===== config.mk =====
export PLATFORM = sky130hd
export DESIGN_NAME = turnstile_bank_controller
export DESIGN_NICKNAME = d
export VERILOG_FILES = /design/src/rtl/turnstile_bank_controller.sv
export SDC_FILE = /design/constraint.sdc
export NUM_CORES = 1
export LEC_CHECK = 0
export CAP_MARGIN = 5
export CORE_MARGIN = 2
export CORE_UTILIZATION = 45
export CTS_BUF_LIST = sky130_fd_sc_hd__clkbuf_4
export DETAILED_ROUTE_END_ITERATION = 12
export GPL_ROUTABILITY_DRIVEN = 0
export MAX_ROUTING_LAYER = met4
export PLACE_DENSITY = 0.74
export SLEW_MARGIN = 25
export SYNTH_ARGS = -nofsm -noshare
export SYNTH_HDL_FRONTEND = slang
export SYNTH_SLANG_ARGS = --single-unit

===== constraint.sdc =====
create_clock -name i_Clk -period 3.6 [get_ports i_Clk]
set_clock_uncertainty 0.15 [all_clocks]
set_input_delay 0.36 -clock i_Clk [delete_from_list [all_inputs] [get_ports i_Clk]]
set_output_delay 0.36 -clock i_Clk [all_outputs]
set_load 0.02 [all_outputs]

===== src/rtl/turnstile_bank_controller.sv =====
// turnstile_bank_controller
// A bank of turnstile lanes that share one coin validator. Each lane has a
// small lock FSM. A round-robin arbiter hands the validator to PENDING lanes
// one at a time. A shared counter tracks passages through the bank.
//
// Validator handshake: o_Val_Req rises together with a registered o_Val_Lane.
// Both then hold steady until i_Val_Done is sampled high, and i_Val_Ok is read
// in that same cycle. After that the request drops for at least one cycle
// before the next grant. i_Val_Done seen while no request is outstanding is
// ignored.
module turnstile_bank_controller #(
    parameter int NUM_LANES      = 4,
    parameter int TIMEOUT_CYCLES = 1000,
    parameter int COUNT_WIDTH    = 16,
    localparam int LANE_W        = $clog2(NUM_LANES)
) (
    input  logic                   i_Clk,
    input  logic                   i_Reset_n,
    input  logic [NUM_LANES-1:0]   i_Coin,
    input  logic [NUM_LANES-1:0]   i_Push,
    output logic                   o_Val_Req,
    output logic [LANE_W-1:0]      o_Val_Lane,
    input  logic                   i_Val_Done,
    input  logic                   i_Val_Ok,
    output logic [NUM_LANES-1:0]   o_Locked,
    output logic [NUM_LANES-1:0]   o_Reject,
    output logic [COUNT_WIDTH-1:0] o_Pass_Count
);

    // The timeout counter only has to reach TIMEOUT_CYCLES-1.
    localparam int TMO_W = (TIMEOUT_CYCLES > 1) ? $clog2(TIMEOUT_CYCLES) : 1;
    localparam logic [TMO_W-1:0]  TMO_LAST  = TMO_W'(TIMEOUT_CYCLES - 1);
    localparam logic [LANE_W-1:0] LANE_LAST = LANE_W'(NUM_LANES - 1);

    typedef enum logic [1:0] {
        LANE_LOCKED   = 2'd0,
        LANE_PENDING  = 2'd1,
        LANE_UNLOCKED = 2'd2
    } lane_state_t;

    typedef enum logic {
        ARB_IDLE = 1'b0,
        ARB_BUSY = 1'b1
    } arb_state_t;

    // Lane state
    lane_state_t             r_lane_state [NUM_LANES];
    lane_state_t             w_lane_next  [NUM_LANES];
    logic [TMO_W-1:0]        r_tmo        [NUM_LANES];
    logic [TMO_W-1:0]        w_tmo_next   [NUM_LANES];
    logic [NUM_LANES-1:0]    r_coin_prev;
    logic [NUM_LANES-1:0]    w_coin_edge;
    logic [NUM_LANES-1:0]    w_done_lane;
    logic [NUM_LANES-1:0]    w_reject;
    logic [NUM_LANES-1:0]    w_pass;
    logic [NUM_LANES-1:0]    r_locked;
    logic [NUM_LANES-1:0]    r_reject;
    logic [COUNT_WIDTH-1:0]  w_pass_sum;
    logic [COUNT_WIDTH-1:0]  r_pass_count;

    // Arbiter state
    arb_state_t              r_arb_state;
    arb_state_t              w_arb_next;
    logic [LANE_W-1:0]       r_ptr;
    logic [LANE_W-1:0]       w_ptr_next;
    logic [LANE_W-1:0]       r_val_lane;
    logic [LANE_W-1:0]       w_val_lane_next;
    logic                    r_val_req;
    logic                    w_val_req_next;
    logic                    w_found;
    logic [LANE_W-1:0]       w_pick;
    logic [LANE_W-1:0]       w_cand;
    logic                    w_done;

    // The previous copy resets to 0, so a coin held high through reset still counts once.
    assign w_coin_edge = i_Coin & ~r_coin_prev;

    // Done only means something while a grant is outstanding.
    assign w_done = (r_arb_state == ARB_BUSY) && i_Val_Done;

    // Route the validator result to the granted lane only.
    always_comb begin
        w_done_lane = '0;
        for (int l = 0; l < NUM_LANES; l++) begin
            w_done_lane[l] = w_done && (r_val_lane == LANE_W'(l));
        end
    end

    // Lane next-state logic, timeout counters, reject and pass events.
    always_comb begin
        w_reject = '0;
        w_pass   = '0;
        for (int l = 0; l < NUM_LANES; l++) begin
            w_lane_next[l] = r_lane_state[l];
            w_tmo_next[l]  = r_tmo[l];
            case (r_lane_state[l])
                LANE_LOCKED: begin
                    if (w_coin_edge[l]) begin
                        w_lane_next[l] = LANE_PENDING;
                    end
                end
                LANE_PENDING: begin
                    if (w_done_lane[l]) begin
                        if (i_Val_Ok) begin
                            w_lane_next[l] = LANE_UNLOCKED;
                            w_tmo_next[l]  = '0;
                        end else begin
                            w_lane_next[l] = LANE_LOCKED;
                            w_reject[l]    = 1'b1;
                        end
                    end
                end
                LANE_UNLOCKED: begin
                    // When a push and the timeout land on the same cycle, the push wins.
                    if (i_Push[l]) begin
                        w_lane_next[l] = LANE_LOCKED;
                        w_tmo_next[l]  = '0;
                        w_pass[l]      = 1'b1;
                    end else if (r_tmo[l] == TMO_LAST) begin
                        w_lane_next[l] = LANE_LOCKED;
                        w_tmo_next[l]  = '0;
                    end else begin
                        w_tmo_next[l]  = r_tmo[l] + TMO_W'(1);
                    end
                end
                default: begin
                    w_lane_next[l] = LANE_LOCKED;
                    w_tmo_next[l]  = '0;
                end
            endcase
        end
    end

    // Add up every lane that passed this cycle.
    always_comb begin
        w_pass_sum = '0;
        for (int l = 0; l < NUM_LANES; l++) begin
            w_pass_sum = w_pass_sum + COUNT_WIDTH'(w_pass[l]);
        end
    end

    // Lane registers, coin edge history, registered outputs and passage count.
    always_ff @(posedge i_Clk or negedge i_Reset_n) begin
        if (!i_Reset_n) begin
            for (int l = 0; l < NUM_LANES; l++) begin
                r_lane_state[l] <= LANE_LOCKED;
                r_tmo[l]        <= '0;
            end
            r_coin_prev  <= '0;
            r_locked     <= '1;
            r_reject     <= '0;
            r_pass_count <= '0;
        end else begin
            for (int l = 0; l < NUM_LANES; l++) begin
                r_lane_state[l] <= w_lane_next[l];
                r_tmo[l]        <= w_tmo_next[l];
                r_locked[l]     <= (w_lane_next[l] != LANE_UNLOCKED);
            end
            r_coin_prev  <= i_Coin;
            r_reject     <= w_reject;
            r_pass_count <= r_pass_count + w_pass_sum;
        end
    end

    // Arbiter next-state logic: scan from the rotating pointer for the first PENDING lane.
    always_comb begin
        w_arb_next      = r_arb_state;
        w_ptr_next      = r_ptr;
        w_val_lane_next = r_val_lane;
        w_val_req_next  = r_val_req;
        w_found         = 1'b0;
        w_pick          = '0;
        w_cand          = '0;
        for (int k = 0; k < NUM_LANES; k++) begin
            w_cand = LANE_W'((int'(r_ptr) + k) % NUM_LANES);
            if (!w_found && (r_lane_state[w_cand] == LANE_PENDING)) begin
                w_found = 1'b1;
                w_pick  = w_cand;
            end
        end
        case (r_arb_state)
            ARB_IDLE: begin
                if (w_found) begin
                    w_arb_next      = ARB_BUSY;
                    w_val_lane_next = w_pick;
                    w_val_req_next  = 1'b1;
                end
            end
            ARB_BUSY: begin
                if (i_Val_Done) begin
                    w_arb_next     = ARB_IDLE;
                    w_val_req_next = 1'b0;
                    w_ptr_next     = (r_val_lane == LANE_LAST) ? '0 : r_val_lane + LANE_W'(1);
                end
            end
            default: begin
                w_arb_next     = ARB_IDLE;
                w_val_req_next = 1'b0;
            end
        endcase
    end

    // Arbiter registers; reset abandons any validation in flight.
    always_ff @(posedge i_Clk or negedge i_Reset_n) begin
        if (!i_Reset_n) begin
            r_arb_state <= ARB_IDLE;
            r_ptr       <= '0;
            r_val_lane  <= '0;
            r_val_req   <= 1'b0;
        end else begin
            r_arb_state <= w_arb_next;
            r_ptr       <= w_ptr_next;
            r_val_lane  <= w_val_lane_next;
            r_val_req   <= w_val_req_next;
        end
    end

    assign o_Val_Req    = r_val_req;
    assign o_Val_Lane   = r_val_lane;
    assign o_Locked     = r_locked;
    assign o_Reject     = r_reject;
    assign o_Pass_Count = r_pass_count;

endmodule


==> run_summary.xml <==
<?xml version="1.0" encoding="UTF-8"?>
<metrics>
  <group name="outcome">
    <metric name="status" unit="">completed</metric>
  </group>
  <group name="global_routing">
    <metric name="gr-total-overflow" unit="">0</metric>
    <metric name="grt_start_max_net_pins" unit="">83</metric>
    <metric name="grt_antenna_before_repair" unit="">0</metric>
    <metric name="grt_first_pass_wirelength" unit="um">13700</metric>
    <metric name="grt_pass1_vias" unit="">2943</metric>
    <metric name="grt_usage" unit="">0.182</metric>
  </group>
  <group name="floorplanning">
    <metric name="fp.dieW" unit="um">97.6</metric>
    <metric name="effective_utilization_at_floorplan" unit="">0.459</metric>
    <metric name="core_region_area" unit="sq um">8590</metric>
    <metric name="row_count" unit="">34</metric>
    <metric name="io_pins" unit="">39</metric>
    <metric name="die_h" unit="um">97.6</metric>
    <metric name="die_area" unit="sq um">9530</metric>
  </group>
  <group name="pwr">
    <metric name="max_ir_drop_vdd" unit="mV">0.280</metric>
    <metric name="p_int" unit="mW">1.58</metric>
    <metric name="p_leak" unit="nW">2.04</metric>
    <metric name="p_switching" unit="mW">0.818</metric>
    <metric name="power_frac_seq" unit="">0.499</metric>
    <metric name="power.density" unit="nW/um^2">521</metric>
    <metric name="switch_share" unit="">0.341</metric>
    <metric name="power.clock.fraction" unit="">0.252</metric>
    <metric name="pwr-share-comb" unit="">0.249</metric>
  </group>
  <group name="worst_hold_path">
    <metric name="worst_hold_path_type" unit="">input port to register</metric>
    <metric name="whs_path_depth" unit="">1</metric>
  </group>
  <group name="routing">
    <metric name="route.vias.total" unit="">3037</metric>
    <metric name="drt_iter0_markers" unit="">155</metric>
    <metric name="detailedRoute.firstPassIterationCount" unit="">4</metric>
    <metric name="drt-vias-per-instance" unit="">5.55</metric>
    <metric name="post-route-drc-count" unit="">0</metric>
    <metric name="drt-total-wl" unit="um">8090</metric>
    <metric name="post_drt_antenna_nets" unit="">0</metric>
    <metric name="highest_layer" unit="">met4</metric>
    <metric name="detail_route.wirelength.met1" unit="um">3770</metric>
    <metric name="post_dr_wirelength_cell" unit="um">14.8</metric>
    <metric name="met2_wirelength" unit="um">3800</metric>
    <metric name="route.met3.wl" unit="um">418</metric>
  </group>
  <group name="layout">
    <metric name="diodes" unit="">0</metric>
    <metric name="fill_cells" unit="">800</metric>
    <metric name="fin_nets" unit="">458</metric>
    <metric name="post-route-cell-area" unit="sq um">4610</metric>
    <metric name="post_route_cells_drive_above_1_share" unit="">0.0592</metric>
    <metric name="signed_area_change_from_the_synthesized_netlist_to_the_final_layout" unit="%">17.0</metric>
  </group>
  <group name="worst_setup_path">
    <metric name="critical_path.most_common_cell" unit="">sky130_fd_sc_hd__fa_1</metric>
    <metric name="timing.critical_path.fanout_max" unit="">8</metric>
    <metric name="delay_of_the_slowest_cell_on_the_worst_path" unit="ps">500</metric>
    <metric name="ordered_list_of_cells_on_the_worst_path" unit="">nand3b_1 -&gt; fa_1 -&gt; fa_1 -&gt; inv_1 -&gt; fa_1 -&gt; nand4_1 -&gt; nor2_1 -&gt; nand3_1 -&gt; xnor2_1</metric>
    <metric name="start_kind" unit="">register</metric>
    <metric name="cp_max_delay_cell" unit="">sky130_fd_sc_hd__fa_1</metric>
    <metric name="worst_ep_required_time" unit="ps">3770</metric>
    <metric name="worst-r2r-cell-count" unit="">9</metric>
    <metric name="critical_path.endpoint_type" unit="">register</metric>
    <metric name="critPathKind" unit="">register to register</metric>
    <metric name="timing.critical_path.arrival" unit="ps">3080</metric>
  </group>
  <group name="placement">
    <metric name="dpl_cell_area" unit="sq um">4430</metric>
    <metric name="dp_hpwl" unit="um">5610</metric>
    <metric name="portBuffers" unit="">38</metric>
  </group>
  <group name="cts">
    <metric name="postCtsSetupBuffers" unit="">0</metric>
    <metric name="worst_setup_hold_path_clk_slew" unit="ps">140</metric>
    <metric name="max-clock-path-buffers" unit="">2</metric>
    <metric name="ctsResizeCount" unit="">0</metric>
    <metric name="clock_network_latency_to_the_later_pin_of_the_worst_skew_pair" unit="ps">440</metric>
    <metric name="clock-root-buffer" unit="">sky130_fd_sc_hd__clkbuf_4</metric>
    <metric name="tritoncts_clock_tree" unit="">done</metric>
    <metric name="tritoncts.num_buffers" unit="">9</metric>
    <metric name="tritoncts_num_sinks" unit="">82</metric>
    <metric name="ctsHtreeMaxLevel" unit="">3</metric>
  </group>
  <group name="logic_synthesis">
    <metric name="synth_seq_area_share" unit="">0.522</metric>
    <metric name="post_synth.cell_area_avg" unit="sq um">10.1</metric>
    <metric name="dominantRegCellSynth" unit="">sky130_fd_sc_hd__dfrtp_1</metric>
    <metric name="synth.lib_cells_used.distinct" unit="">51</metric>
    <metric name="synth.net_count" unit="">413</metric>
    <metric name="async_reset_ff_frac" unit="">1.00</metric>
    <metric name="synth_enable_flop_cells" unit="">0</metric>
    <metric name="synth_area_leader_cell" unit="">sky130_fd_sc_hd__dfrtp_1</metric>
    <metric name="post_syn_instances" unit="">389</metric>
    <metric name="synth_top_area_share" unit="">0.495</metric>
    <metric name="top_cell_types_by_occurrence_after_synthesis" unit="">sky130_fd_sc_hd__dfrtp_1 (78), sky130_fd_sc_hd__nand2_1 (35), sky130_fd_sc_hd__o21ai_0 (35)</metric>
    <metric name="synth.area.top_cells" unit="">sky130_fd_sc_hd__dfrtp_1 (50%), sky130_fd_sc_hd__o21ai_0 (4.4%), sky130_fd_sc_hd__xnor2_1 (4.4%)</metric>
    <metric name="ys_ff_latch" unit="">82</metric>
    <metric name="synth_area" unit="sq um">3940</metric>
    <metric name="synthMostInstantiatedCell" unit="">sky130_fd_sc_hd__dfrtp_1</metric>
    <metric name="yosys_warnings" unit="">0</metric>
  </group>
  <group name="sta">
    <metric name="final_period_minus_worst_setup_slack" unit="ps">2910</metric>
    <metric name="worst_hold_slack" unit="ps">235</metric>
    <metric name="timing.setup.tns" unit="ps">0</metric>
    <metric name="worst_slew_margin_rel" unit="">0.391</metric>
    <metric name="timing.final.crit_share" unit="">0.808</metric>
    <metric name="worst_slew_pin_slew" unit="ps">909</metric>
    <metric name="grt_setup_unrepaired" unit="">false</metric>
    <metric name="timing_hold_violations_final" unit="">0</metric>
    <metric name="achievable-frequency" unit="MHz">344</metric>
    <metric name="slew_violations" unit="">0</metric>
    <metric name="final_number_of_setup_violating_endpoints" unit="">0</metric>
  </group>
  <group name="flow_run">
    <metric name="cap_violations" unit="">0</metric>
  </group>
</metrics>
-- placed cells by master (no fill, tap or decap), types with 13 or more instances in the layout --
cell / count
sky130_fd_sc_hd__o21ai_0: 35
sky130_fd_sc_hd__dfrtp_1: 78
sky130_fd_sc_hd__a21oi_1: 18
sky130_fd_sc_hd__nand2_1: 35
sky130_fd_sc_hd__inv_1: 18
sky130_fd_sc_hd__clkdlybuf4s50_1: 37
sky130_fd_sc_hd__xnor2_1: 20
sky130_fd_sc_hd__nand4_1: 13
sky130_fd_sc_hd__nor2_1: 33
-- layout make-up --
class                      count  area, sq um  area share
sequential                    82         2060       0.446
multi-input combinational    284         1800       0.390
timing repair buffer          39          392      0.0849
tap                          108          135      0.0293
clock inverter                 7         93.8      0.0203
clock buffer                   9         67.6      0.0147
inverter                      18         67.6      0.0147
-- critical path, delay by kind of cell (launching register included) --
family,cells,cell delay [ps]
flops,1,470
buf+inv,1,80
fa+ha+maj,3,1180
xor+xnor,1,150
simple gates,4,750
-- through the flow --
| step | setup slack [ps] | total power [mW] | utilization | std cells |
|---|---|---|---|---|
| after CTS | 663 | 2.42 | 0.536 | 547 |
| after floorplan | 951 | 1.57 | - | 389 |
| after global placement | 457 | 1.79 | 0.516 | 530 |
| after global routing | 466 | 2.55 | 0.537 | 547 |
| after detailed placement | 338 | 1.81 | 0.516 | 530 |
| final | 693 | 2.40 | 0.537 | 547 |
-- final timing paths --
kind	from	end	slack (ps)
min in group asynchronous	i_Reset_n	r_tmo[37]	370
max reg2reg	r_lane_state[6]	o_Pass_Count[14]	690
max in group asynchronous	i_Reset_n	r_tmo[28]	2430
min	i_Coin[3]	r_coin_prev[3]	240
max	r_lane_state[6]	o_Pass_Count[14]	690
min reg2reg	r_tmo[19]	r_tmo[19]	330
-- metal layers --
layer / GRT usage / vias to the layer above
met5: - / -
met1: 0.235 / 1491
li1: - / 1485
met2: 0.277 / 49
met4: 0.0470 / 0
met3: 0.0626 / 12
-- registers in the layout, indices dropped and copies added (netlist names) --
register,flops
r_arb_state,1
o_Pass_Count,16
r_coin_prev,4
r_ptr,2
o_Val_Lane,2
o_Val_Req,1
o_Reject,4
r_tmo,40
r_lane_state,8
o_Locked,4
-- kinds of logic after synthesis --
kind of cell             count (synthesis)  share of synthesized area
AND/OR/NAND/NOR                        152                      0.202
AO/OA/AOI/OAI                           89                      0.140
flip-flops                              82                      0.522
XOR/XNOR                                29                     0.0644
buffers and inverters                   23                     0.0235
adder cells (fa/ha/maj)                 12                     0.0438
multiplexers                             2                    0.00540
-- power groups by stage --
| stage | sequential [mW] | clock (mW) | combinational, mW |
|---|---|---|---|
| 2_1_floorplan | 1.22 | 0 | 0.346 |
| 3_5_place_dp | 1.21 | 0 | 0.598 |
| 4_1_cts | 1.20 | 0.626 | 0.602 |
| 5_1_grt | 1.23 | 0.653 | 0.677 |
| 6_report | 1.20 | 0.605 | 0.597 |
| 3_3_place_gp | 1.21 | 0 | 0.582 |
-- repair_timing --
action                     in CTS  in global routing
hold buffers                    1                  0
setup endpoints to repair       0                  0
hold endpoints to repair       78                  0
Note: power is estimated with default switching activity, not from simulation.
